==> config.mk <==
export PLATFORM = sky130hd
export DESIGN_NAME = instruction_fetch_flat
export DESIGN_NICKNAME = d
export VERILOG_FILES = /design/src/rtl/instruction_fetch_if.sv /design/src/rtl/instruction_fetch.sv /design/src/flat_wrapper.sv
export SDC_FILE = /design/constraint.sdc
export NUM_CORES = 1
export LEC_CHECK = 0
export ABC_AREA = 1
export CAP_MARGIN = 20
export CORE_MARGIN = 5
export CORE_UTILIZATION = 48
export DETAILED_ROUTE_END_ITERATION = 7
export GPL_TIMING_DRIVEN = 1
export PLACE_DENSITY_LB_ADDON = 0.12
export SLEW_MARGIN = 40
export SYNTH_ARGS = -nofsm -noshare
export SYNTH_HDL_FRONTEND = slang
export SYNTH_SLANG_ARGS = --single-unit
==> constraint.sdc <==
create_clock -name clk -period 1.7 [get_ports clk]
set_clock_uncertainty 0.1 [all_clocks]
set_input_delay 0.255 -clock clk [delete_from_list [all_inputs] [get_ports clk]]
set_output_delay 0.255 -clock clk [all_outputs]
set_load 0.01 [all_outputs]
==> src/rtl/instruction_fetch_if.sv <==
// ----------------------------------------------------------------------------
// instruction_fetch_if
//   Issue bus between the fetch/assemble stage and execute/decode.
//   The fetch stage is the master: it drives a fully assembled instruction
//   plus instr_valid, and execute answers with instr_ready.
//
//   instr_valid   master->slave  assembled instruction available
//   instr_ready   slave->master  execute accepts the instruction
//   instr_opcode  master->slave  opcode byte
//   instr_op1     master->slave  first operand byte (0 if absent)
//   instr_op2     master->slave  second operand byte (0 if absent)
//   instr_len     master->slave  instruction length in bytes (1..3)
//   instr_pc      master->slave  address of the opcode byte
// ----------------------------------------------------------------------------
interface instruction_fetch_if;
   logic       instr_valid;
   logic       instr_ready;
   logic [7:0] instr_opcode;
   logic [7:0] instr_op1;
   logic [7:0] instr_op2;
   logic [1:0] instr_len;
   logic [7:0] instr_pc;

   modport master (
      output instr_valid,
      input  instr_ready,
      output instr_opcode,
      output instr_op1,
      output instr_op2,
      output instr_len,
      output instr_pc
   );

   modport slave (
      input  instr_valid,
      output instr_ready,
      input  instr_opcode,
      input  instr_op1,
      input  instr_op2,
      input  instr_len,
      input  instr_pc
   );
endinterface

==> src/rtl/instruction_fetch.sv <==
// ----------------------------------------------------------------------------
// instruction_fetch
//   Fetch/assemble stage between an 8-bit program memory and execute.
//   Reads one byte per cycle from the memory's combinational output,
//   assembles 1..3 byte instructions, resolves JMP locally without issuing
//   it, and stops on an illegal opcode (or skips it, see ILLEGAL_HALT).
//
//   Parameters
//     RESET_PC      PC loaded on reset
//     ILLEGAL_HALT  1: halt on unknown opcode, 0: skip it as a 1-byte no-op
//
//   Ports
//     clk             system clock, rising edge
//     rst_n           asynchronous active-low reset
//     pm_addr         program-memory byte address (always equals pc)
//     pm_data         program-memory byte at pm_addr, same cycle
//     redirect_valid  execute-side PC override request
//     redirect_addr   new PC when redirect_valid=1
//     instr           issue bus (master side)
//     halted          fetch stopped on an illegal opcode
//
//   state   | meaning
//   --------+-----------------------------------------------------------
//   S_OP    | fetch opcode byte, capture its address, clear operands
//   S_B1    | fetch first operand byte (JMP target for JMP)
//   S_B2    | fetch second operand byte
//   S_ISSUE | present instruction, hold until instr_ready
//   S_HALT  | illegal opcode seen; wait for redirect or reset
// ----------------------------------------------------------------------------
module instruction_fetch #(
   parameter logic [7:0] RESET_PC     = 8'h00,
   parameter logic       ILLEGAL_HALT = 1'b1
) (
   input  logic                        clk,
   input  logic                        rst_n,
   output logic [7:0]                  pm_addr,
   input  logic [7:0]                  pm_data,
   input  logic                        redirect_valid,
   input  logic [7:0]                  redirect_addr,
   instruction_fetch_if.master         instr,
   output logic                        halted
);

   typedef enum logic [2:0] {
      S_OP    = 3'd0,
      S_B1    = 3'd1,
      S_B2    = 3'd2,
      S_ISSUE = 3'd3,
      S_HALT  = 3'd4
   } state_t;

   localparam logic [7:0] OP_JMP = 8'h07;

   // Length decode; 0 marks an illegal opcode.
   function automatic logic [1:0] op_len(input logic [7:0] op);
      logic [1:0] len;
      case (op)
         8'h00:   len = 2'd3;
         8'h01:   len = 2'd2;
         8'h03:   len = 2'd2;
         8'h06:   len = 2'd3;
         8'h07:   len = 2'd2;
         8'h12:   len = 2'd1;
         default: len = 2'd0;
      endcase
      return len;
   endfunction

   state_t     state;
   state_t     state_nxt;
   logic [7:0] pc;
   logic [7:0] pc_nxt;
   logic [7:0] pc_inc;
   logic [1:0] fetch_len;

   logic [7:0] opcode_q;
   logic [7:0] op1_q;
   logic [7:0] op2_q;
   logic [1:0] len_q;
   logic [7:0] ipc_q;

   assign pc_inc    = pc + 8'd1;
   assign fetch_len = op_len(pm_data);

   // ---------------------------------------------------------------------
   // State and PC register
   // ---------------------------------------------------------------------
   always_ff @(posedge clk or negedge rst_n) begin
      if (!rst_n) begin
         state <= S_OP;
         pc    <= RESET_PC;
      end else begin
         state <= state_nxt;
         pc    <= pc_nxt;
      end
   end

   // ---------------------------------------------------------------------
   // Next-state and next-PC
   // Redirect overrides everything, including a handshake in S_ISSUE and a
   // JMP target load in S_B1.
   // ---------------------------------------------------------------------
   always_comb begin
      state_nxt = state;
      pc_nxt    = pc;
      if (redirect_valid) begin
         state_nxt = S_OP;
         pc_nxt    = redirect_addr;
      end else begin
         case (state)
            S_OP: begin
               pc_nxt = pc_inc;
               if (fetch_len == 2'd0)
                  state_nxt = ILLEGAL_HALT ? S_HALT : S_OP;
               else if (fetch_len == 2'd1)
                  state_nxt = S_ISSUE;
               else
                  state_nxt = S_B1;
            end
            S_B1: begin
               if (opcode_q == OP_JMP) begin
                  pc_nxt    = pm_data;
                  state_nxt = S_OP;
               end else begin
                  pc_nxt    = pc_inc;
                  state_nxt = (len_q == 2'd3) ? S_B2 : S_ISSUE;
               end
            end
            S_B2: begin
               pc_nxt    = pc_inc;
               state_nxt = S_ISSUE;
            end
            S_ISSUE: begin
               if (instr.instr_ready)
                  state_nxt = S_OP;
            end
            S_HALT: begin
               state_nxt = S_HALT;
            end
            default: begin
               state_nxt = S_OP;
            end
         endcase
      end
   end

   // ---------------------------------------------------------------------
   // Instruction assembly registers. Operands are cleared when a new opcode
   // is fetched so absent operands read as zero. A redirect suppresses any
   // capture; the discarded fields are never presented as valid.
   // ---------------------------------------------------------------------
   always_ff @(posedge clk or negedge rst_n) begin
      if (!rst_n) begin
         opcode_q <= 8'h00;
         op1_q    <= 8'h00;
         op2_q    <= 8'h00;
         len_q    <= 2'd1;
         ipc_q    <= 8'h00;
      end else if (!redirect_valid) begin
         case (state)
            S_OP: begin
               opcode_q <= pm_data;
               ipc_q    <= pc;
               op1_q    <= 8'h00;
               op2_q    <= 8'h00;
               len_q    <= (fetch_len == 2'd0) ? 2'd1 : fetch_len;
            end
            S_B1: begin
               op1_q <= pm_data;
            end
            S_B2: begin
               op2_q <= pm_data;
            end
            default: begin
            end
         endcase
      end
   end

   // ---------------------------------------------------------------------
   // Outputs
   // ---------------------------------------------------------------------
   always_comb begin
      pm_addr            = pc;
      halted             = (state == S_HALT);
      instr.instr_valid  = (state == S_ISSUE);
      instr.instr_opcode = opcode_q;
      instr.instr_op1    = op1_q;
      instr.instr_op2    = op2_q;
      instr.instr_len    = len_q;
      instr.instr_pc     = ipc_q;
   end

endmodule

==> src/flat_wrapper.sv <==
// flat-port wrapper written by rule: the top's interface ports become plain ports
module instruction_fetch_flat 
#(
   parameter logic [7:0] RESET_PC     = 8'h00,
   parameter logic       ILLEGAL_HALT = 1'b1
)
  (clk, rst_n, pm_addr, pm_data, redirect_valid, redirect_addr, halted, instr_instr_valid, instr_instr_ready, instr_instr_opcode, instr_instr_op1, instr_instr_op2, instr_instr_len, instr_instr_pc);
  instruction_fetch_if instr_i ();
  input  logic clk;
  input  logic rst_n;
  output logic [7:0] pm_addr;
  input  logic [7:0] pm_data;
  input  logic redirect_valid;
  input  logic [7:0] redirect_addr;
  output logic halted;
  output wire logic [$bits(instr_i.instr_valid)-1:0] instr_instr_valid;
  input wire logic [$bits(instr_i.instr_ready)-1:0] instr_instr_ready;
  output wire logic [$bits(instr_i.instr_opcode)-1:0] instr_instr_opcode;
  output wire logic [$bits(instr_i.instr_op1)-1:0] instr_instr_op1;
  output wire logic [$bits(instr_i.instr_op2)-1:0] instr_instr_op2;
  output wire logic [$bits(instr_i.instr_len)-1:0] instr_instr_len;
  output wire logic [$bits(instr_i.instr_pc)-1:0] instr_instr_pc;
  assign instr_instr_valid = instr_i.instr_valid;
  assign instr_i.instr_ready = instr_instr_ready;
  assign instr_instr_opcode = instr_i.instr_opcode;
  assign instr_instr_op1 = instr_i.instr_op1;
  assign instr_instr_op2 = instr_i.instr_op2;
  assign instr_instr_len = instr_i.instr_len;
  assign instr_instr_pc = instr_i.instr_pc;
  instruction_fetch #(.RESET_PC(RESET_PC), .ILLEGAL_HALT(ILLEGAL_HALT)) u_core (.clk(clk), .rst_n(rst_n), .pm_addr(pm_addr), .pm_data(pm_data), .redirect_valid(redirect_valid), .redirect_addr(redirect_addr), .instr(instr_i), .halted(halted));
endmodule
==> flow_summary.ini, run 1 <==
[synthesis]
syn-num-nets = 326
ys_warn_count = 0
post_synth_num_cell_types = 28
synth_edf_count = 0
ys_seq_area_frac = 0.489
mappedNetlistArea_mm2 = 0.00231
synth_top_cells_by_area = dfrtp_1, nand2_1, o21ai_0
synthArstFlopShare = 1.00
syn_area_per_cell_um2 = 7.56
yosysTopAreaCellShare = 0.477
ys.flop_type = dfrtp_1
synth_top_area_cell = dfrtp_1
ys_ff_latch = 45
netlist_instances = 305

[critical_path]
cp_slowest_cell = clkdlybuf4s50_1
cp_max_fo = 7
arrival_ns = 1.31
worst-path-buf-inv = 1
crit_chain = clkdlybuf4s50_1
cp-end-kind = output port
crit_family = buffers and inverters
required_ns = 1.34
critPathMaxStageDelay_ns = 0.56
crit_type = reg2out
crit_path_start_kind = flip-flop

[place]
post-place-ws_ns = -0.0189
dp.final_hpwl_um = 4550
gp_congestion = 0.892
placed_cells_incl_taps = 434
numPortBuffers = 63
dpl_cell_area_mm2 = 0.00313

[clock_network]
ctsRootBufferMaster = clkbuf_8
htree_levels = 2
clock_latency_ns = 0.30
cts_tree = done
numClockSinks = 45
clkTransAtPathRegs_ns = 0.08
cts.path.max_buffers = 2
cts_buffers = 5

[detailed_routing]
routedWlPerCell_um = 13.3
via_count = 2251
detail-route-antenna-nets = 0
viasPerCell = 5.07
remaining_drc_errors = 0
drt_pre_antenna_iters = 4
wirelength_um = 5910
drt_iter0_markers = 205

[timing]
final_period_minus_worst_setup_slack_ns = 1.66
max_freq_ghz = 0.601
tightestPinTransition_ns = 0.495
tns_ns = 0
layout_setup_ws_ns = 0.0358
rsz0062_at_grt = true
relSlewSlack = 0.670
whs_ns = 0.346
slew_viol_final = 0
post-route-period-util = 0.979
report.final.setup_viol = 0
hold_violations = 0

[final_layout]
final_common_cell = nand2_1
layout.cells.non_filler = 444
num_antenna_cells = 0
fill_cells = 414
final_cell_mix = nand2_1, clkdlybuf4s50_1, o21ai_0
multiInputGateArea_mm2 = 0.00100
final_core_util = 0.693
area_delta_synth_final_pct = 40.9
nets = 410
fin_area_mm2 = 0.00325
drive_gt1_frac = 0.128
regArea_mm2 = 0.00113

[global_route]
grt_max_degree = 26
antenna_found_initial = 0
grt.overflow.total = 0
track_usage = 0.207
grt_pass1_wl_um = 10100
grt_pass1_vias = 2189

[floorplan]
rows = 25
die_area_mm2 = 0.00629
start_util = 0.492
core_area_mm2 = 0.00469
fp.dieW_um = 79.3
die_y_um = 79.3
num_io_pins = 64

[status]
status = complete, no violations

[pwr]
leakage_nw = 1.59
p_total_mw = 2.78
cellPowerDensity_mw_per_mm2 = 855
ir_drop_v = 0.000456

[hold_path]
hp-class = in2async

[run]
maxCapViolations = 0
-- what timing repair did --
item / in CTS / in global routing
pin swaps: 0 / 0
endpoints found under the setup margin: 5 / 12
gates resized for setup: 5 / 4
hold buffers: 1 / 0
setup buffers: 0 / 1
endpoints found under the hold margin: 19 / 0
-- path summary, 6_finish.rpt --
check,slack (ns),to,cells past startpoint,start
max in group asynchronous,0.65,u_core.pm_addr[5],3,rst_n
worst max-delay path,0.04,pm_addr[2],1,u_core.pm_addr[2]
worst max register to register,0.14,u_core.pm_addr[1],10,u_core.state[1]
worst min-delay path,0.35,u_core.instr.instr_op2[5],2,rst_n
min in group clk,0.39,u_core.instr.instr_pc[7],2,u_core.instr.instr_pc[7]
worst min register to register,0.39,u_core.instr.instr_pc[7],2,u_core.instr.instr_pc[7]
-- synthesized netlist by cell type (all sizes together), types with 2 or more instances --
master and number:
buf 5, nand3 19, nand2 101, inv 34
nor2 39, xnor2 2, dfrtp 44, o21ai 45
nor3 4, clkbuf 3, a21oi 4
-- state kept, by name, summed over array words and instances (netlist names) --
register and flops:
u_core.instr.instr_op2 8, u_core.instr.instr_op1 8, u_core.state 3, u_core.instr.instr_len 2
u_core.instr.instr_pc 8, u_core.instr.instr_opcode 8, u_core.pm_addr 8
-- layer usage --
metal | part of all wire | GRT usage | vias to the layer above
met5 | 0 | 0 | -
met4 | 0.023 | 0.0962 | 0
met1 | 0.47 | 0.287 | 1046
met3 | 0.055 | 0.0431 | 13
li1 | - | - | 1125
met2 | 0.45 | 0.308 | 67
-- kinds of logic (layout without fill, tap and decap cells) --
kind of cell               count (synthesis)  after routing  synth area share
AOI/OAI and AO/OA                         50             50             0.111
adders and majority gates                  1              1           0.00542
buffers and inverters                     42            127            0.0765
and+or+nand+nor                          164            164             0.307
xor gates and xnor gates                   3              3            0.0114
DFF                                       45             45             0.489
-- cell type report --
class,instances,area share
well taps,54,0.0208
clock inverters,1,0.00154
clock buffers,7,0.0296
repair buffers,85,0.250
multi-input cells,218,0.309
inverters,34,0.0408
flip-flops and latches,45,0.348
-- power breakdown --
group	internal [mW]	switching (mW)
Combinational	0.384	0.372
Clock	0.368	0.365
Sequential	1.19	0.104
-- worst register-to-register path, stage by stage, from the launching register on --
cell and delay [ns]:
dfrtp_2 0.43, buf_4 0.15, nor2_2 0.14, nand2_4 0.09
nand2_4 0.09, inv_4 0.07, nand3_2 0.12, inv_4 0.08
nor2_1 0.09, nand2_1 0.05, o21ai_1 0.08
No activity file was read; power rests on OpenSTA's default activity.
==> run 2, diff against run 1 <==
--- a/config.mk
+++ b/config.mk
@@ -6,9 +6,12 @@
 export NUM_CORES = 1
 export LEC_CHECK = 0
 export ABC_AREA = 1
+export ABC_CLOCK_PERIOD_IN_PS = 1700
 export CAP_MARGIN = 20
+export CELL_PAD_IN_SITES_DETAIL_PLACEMENT = 2
+export CELL_PAD_IN_SITES_GLOBAL_PLACEMENT = 2
 export CORE_MARGIN = 5
-export CORE_UTILIZATION = 48
+export CORE_UTILIZATION = 26
 export DETAILED_ROUTE_END_ITERATION = 7
 export GPL_TIMING_DRIVEN = 1
 export PLACE_DENSITY_LB_ADDON = 0.12
==> flow_summary.ini, run 2 (synthesis gave the netlist of run 1 again) <==
[status]
status = complete, no violations

[critical_path]
required_ns = 1.34
cp-end-kind = output port
cp_slowest_cell = clkdlybuf4s50_1
cp_max_fo = 6
crit_family = buffers and inverters
crit_chain = clkdlybuf4s50_1
crit_path_start_kind = flip-flop
worst-path-buf-inv = 1
crit_type = reg2out
critPathMaxStageDelay_ns = 0.56
arrival_ns = 1.29

[final_layout]
regArea_mm2 = 0.00113
num_antenna_cells = 0
fin_area_mm2 = 0.00343
nets = 420
area_delta_synth_final_pct = 48.9
multiInputGateArea_mm2 = 0.00102
final_cell_mix = nand2_1, clkdlybuf4s50_1, dfrtp_1
fill_cells = 1025
final_common_cell = nand2_1
drive_gt1_frac = 0.153

[pwr]
p_switching_uw = 895
cellPowerDensity_mw_per_mm2 = 868
seq_power_share = 0.433
ir_drop_v = 0.000318
internal_power_mw = 2.09
pwr-share-comb = 0.282
leakage_nw = 1.66
switching_share = 0.300
p_clk_frac = 0.286

[detailed_routing]
drt_iter0_markers = 39
detail-route-antenna-nets = 0
routedWlPerCell_um = 16.0
viasPerCell = 4.63
remaining_drc_errors = 0
via_count = 2351
wirelength_um = 8130
drt_pre_antenna_iters = 4

[global_route]
grt_pass1_wl_um = 13900
grt_pass1_vias = 2685
grt_max_degree = 28
grt.overflow.total = 0
track_usage = 0.156
use_met2 = 0.266
grt_use_met1 = 0.202
grt_util_met3 = 0.0348
top_usage_layer = met2
antenna_found_initial = 0

[floorplan]
num_io_pins = 64
die_y_um = 104
core_area_mm2 = 0.00868
start_util = 0.266
fp.dieW_um = 104
rows = 34
die_area_mm2 = 0.0109

[timing]
max_freq_ghz = 0.606
tightestPinTransition_ns = 0.503
final_period_minus_worst_setup_slack_ns = 1.65
report.final.setup_viol = 0
rsz0062_at_grt = true
whs_ns = 0.349
post-route-period-util = 0.970
hold_violations = 0
relSlewSlack = 0.665
slew_viol_final = 0

[clock_network]
clock_latency_ns = 0.30
cts.path.max_buffers = 2
numClockSinks = 45
htree_levels = 2
clkTransAtPathRegs_ns = 0.09
ctsRootBufferMaster = clkbuf_8
cts_tree = done
cts_buffers = 5

[place]
numPortBuffers = 63
dp.final_hpwl_um = 6430
gp_congestion = 0.806
dpl_cell_area_mm2 = 0.00323

[hold_path]
hp-class = in2async

[run]
maxCapViolations = 0
==> run 2: changes by cell type in the layout (fill, tap and decap cells not counted), sizes merged <==
cell	before	now
clkinv	1	0
buf	22	32
dlymetal6s2s	0	2
clkdlybuf4s50	59	57
bufinv	0	1
==> run 2: final timing paths <==
check / slack, ns / cells after the start / end / startpoint
max in group asynchronous: 0.62 / 3 / u_core.pm_addr[4] / rst_n
min: 0.35 / 2 / u_core.state[1] / rst_n
max reg2reg: 0.10 / 7 / u_core.state[1] / u_core.state[1]
max: 0.05 / 1 / pm_addr[0] / u_core.pm_addr[0]
min reg2reg: 0.39 / 2 / u_core.instr.instr_len[0] / u_core.instr.instr_len[0]
min in group clk: 0.39 / 2 / u_core.instr.instr_len[0] / u_core.instr.instr_len[0]
==> run 2: repair_timing <==
action	CTS	global route
buffers inserted	1	5
gates resized for setup	6	14
endpoints found under the setup margin	5	19
cloned	0	0
hold endpoints to repair	17	0
hold buffers	1	0
pin swaps	0	0
==> run 2: final cells by class <==
cell class	instances	share of cell area
sequential	45	0.330
multi-input combinational	218	0.297
timing repair buffer	95	0.262
tap	108	0.0393
inverter	34	0.0386
clock buffer	7	0.0251
clock inverter	1	0.00874
==> run 2: power by group through the flow <==
stage / clock network, mW / logic [mW] / registers (mW)
2_1_floorplan: 0 / 0.302 / 1.35
3_3_place_gp: 0 / 0.808 / 1.31
3_5_place_dp: 0 / 0.824 / 1.31
4_1_cts: 0.897 / 0.831 / 1.30
5_1_grt: 0.940 / 0.936 / 1.31
6_report: 0.852 / 0.840 / 1.29
==> run 2: layer usage <==
layer / up-vias / wire length, µm
met2: 47 / 4060
met3: 8 / 297
li1: 1147 / -
met5: - / 0
met4: 0 / 95
met1: 1149 / 3680
==> run 2: metrics by stage <==
stage	utilization	total power [mW]	setup WS, ns	cells	TNS, ns
finish	0.396	2.98	0.0507	508	0
global route	0.396	3.19	-0.0128	508	-0.0242
CTS	0.389	3.02	0.00500	503	0
detailed placement	0.373	2.14	-0.0476	493	-0.236
global placement	0.373	2.12	0.00843	493	0
floorplan	-	1.65	0.239	305	0
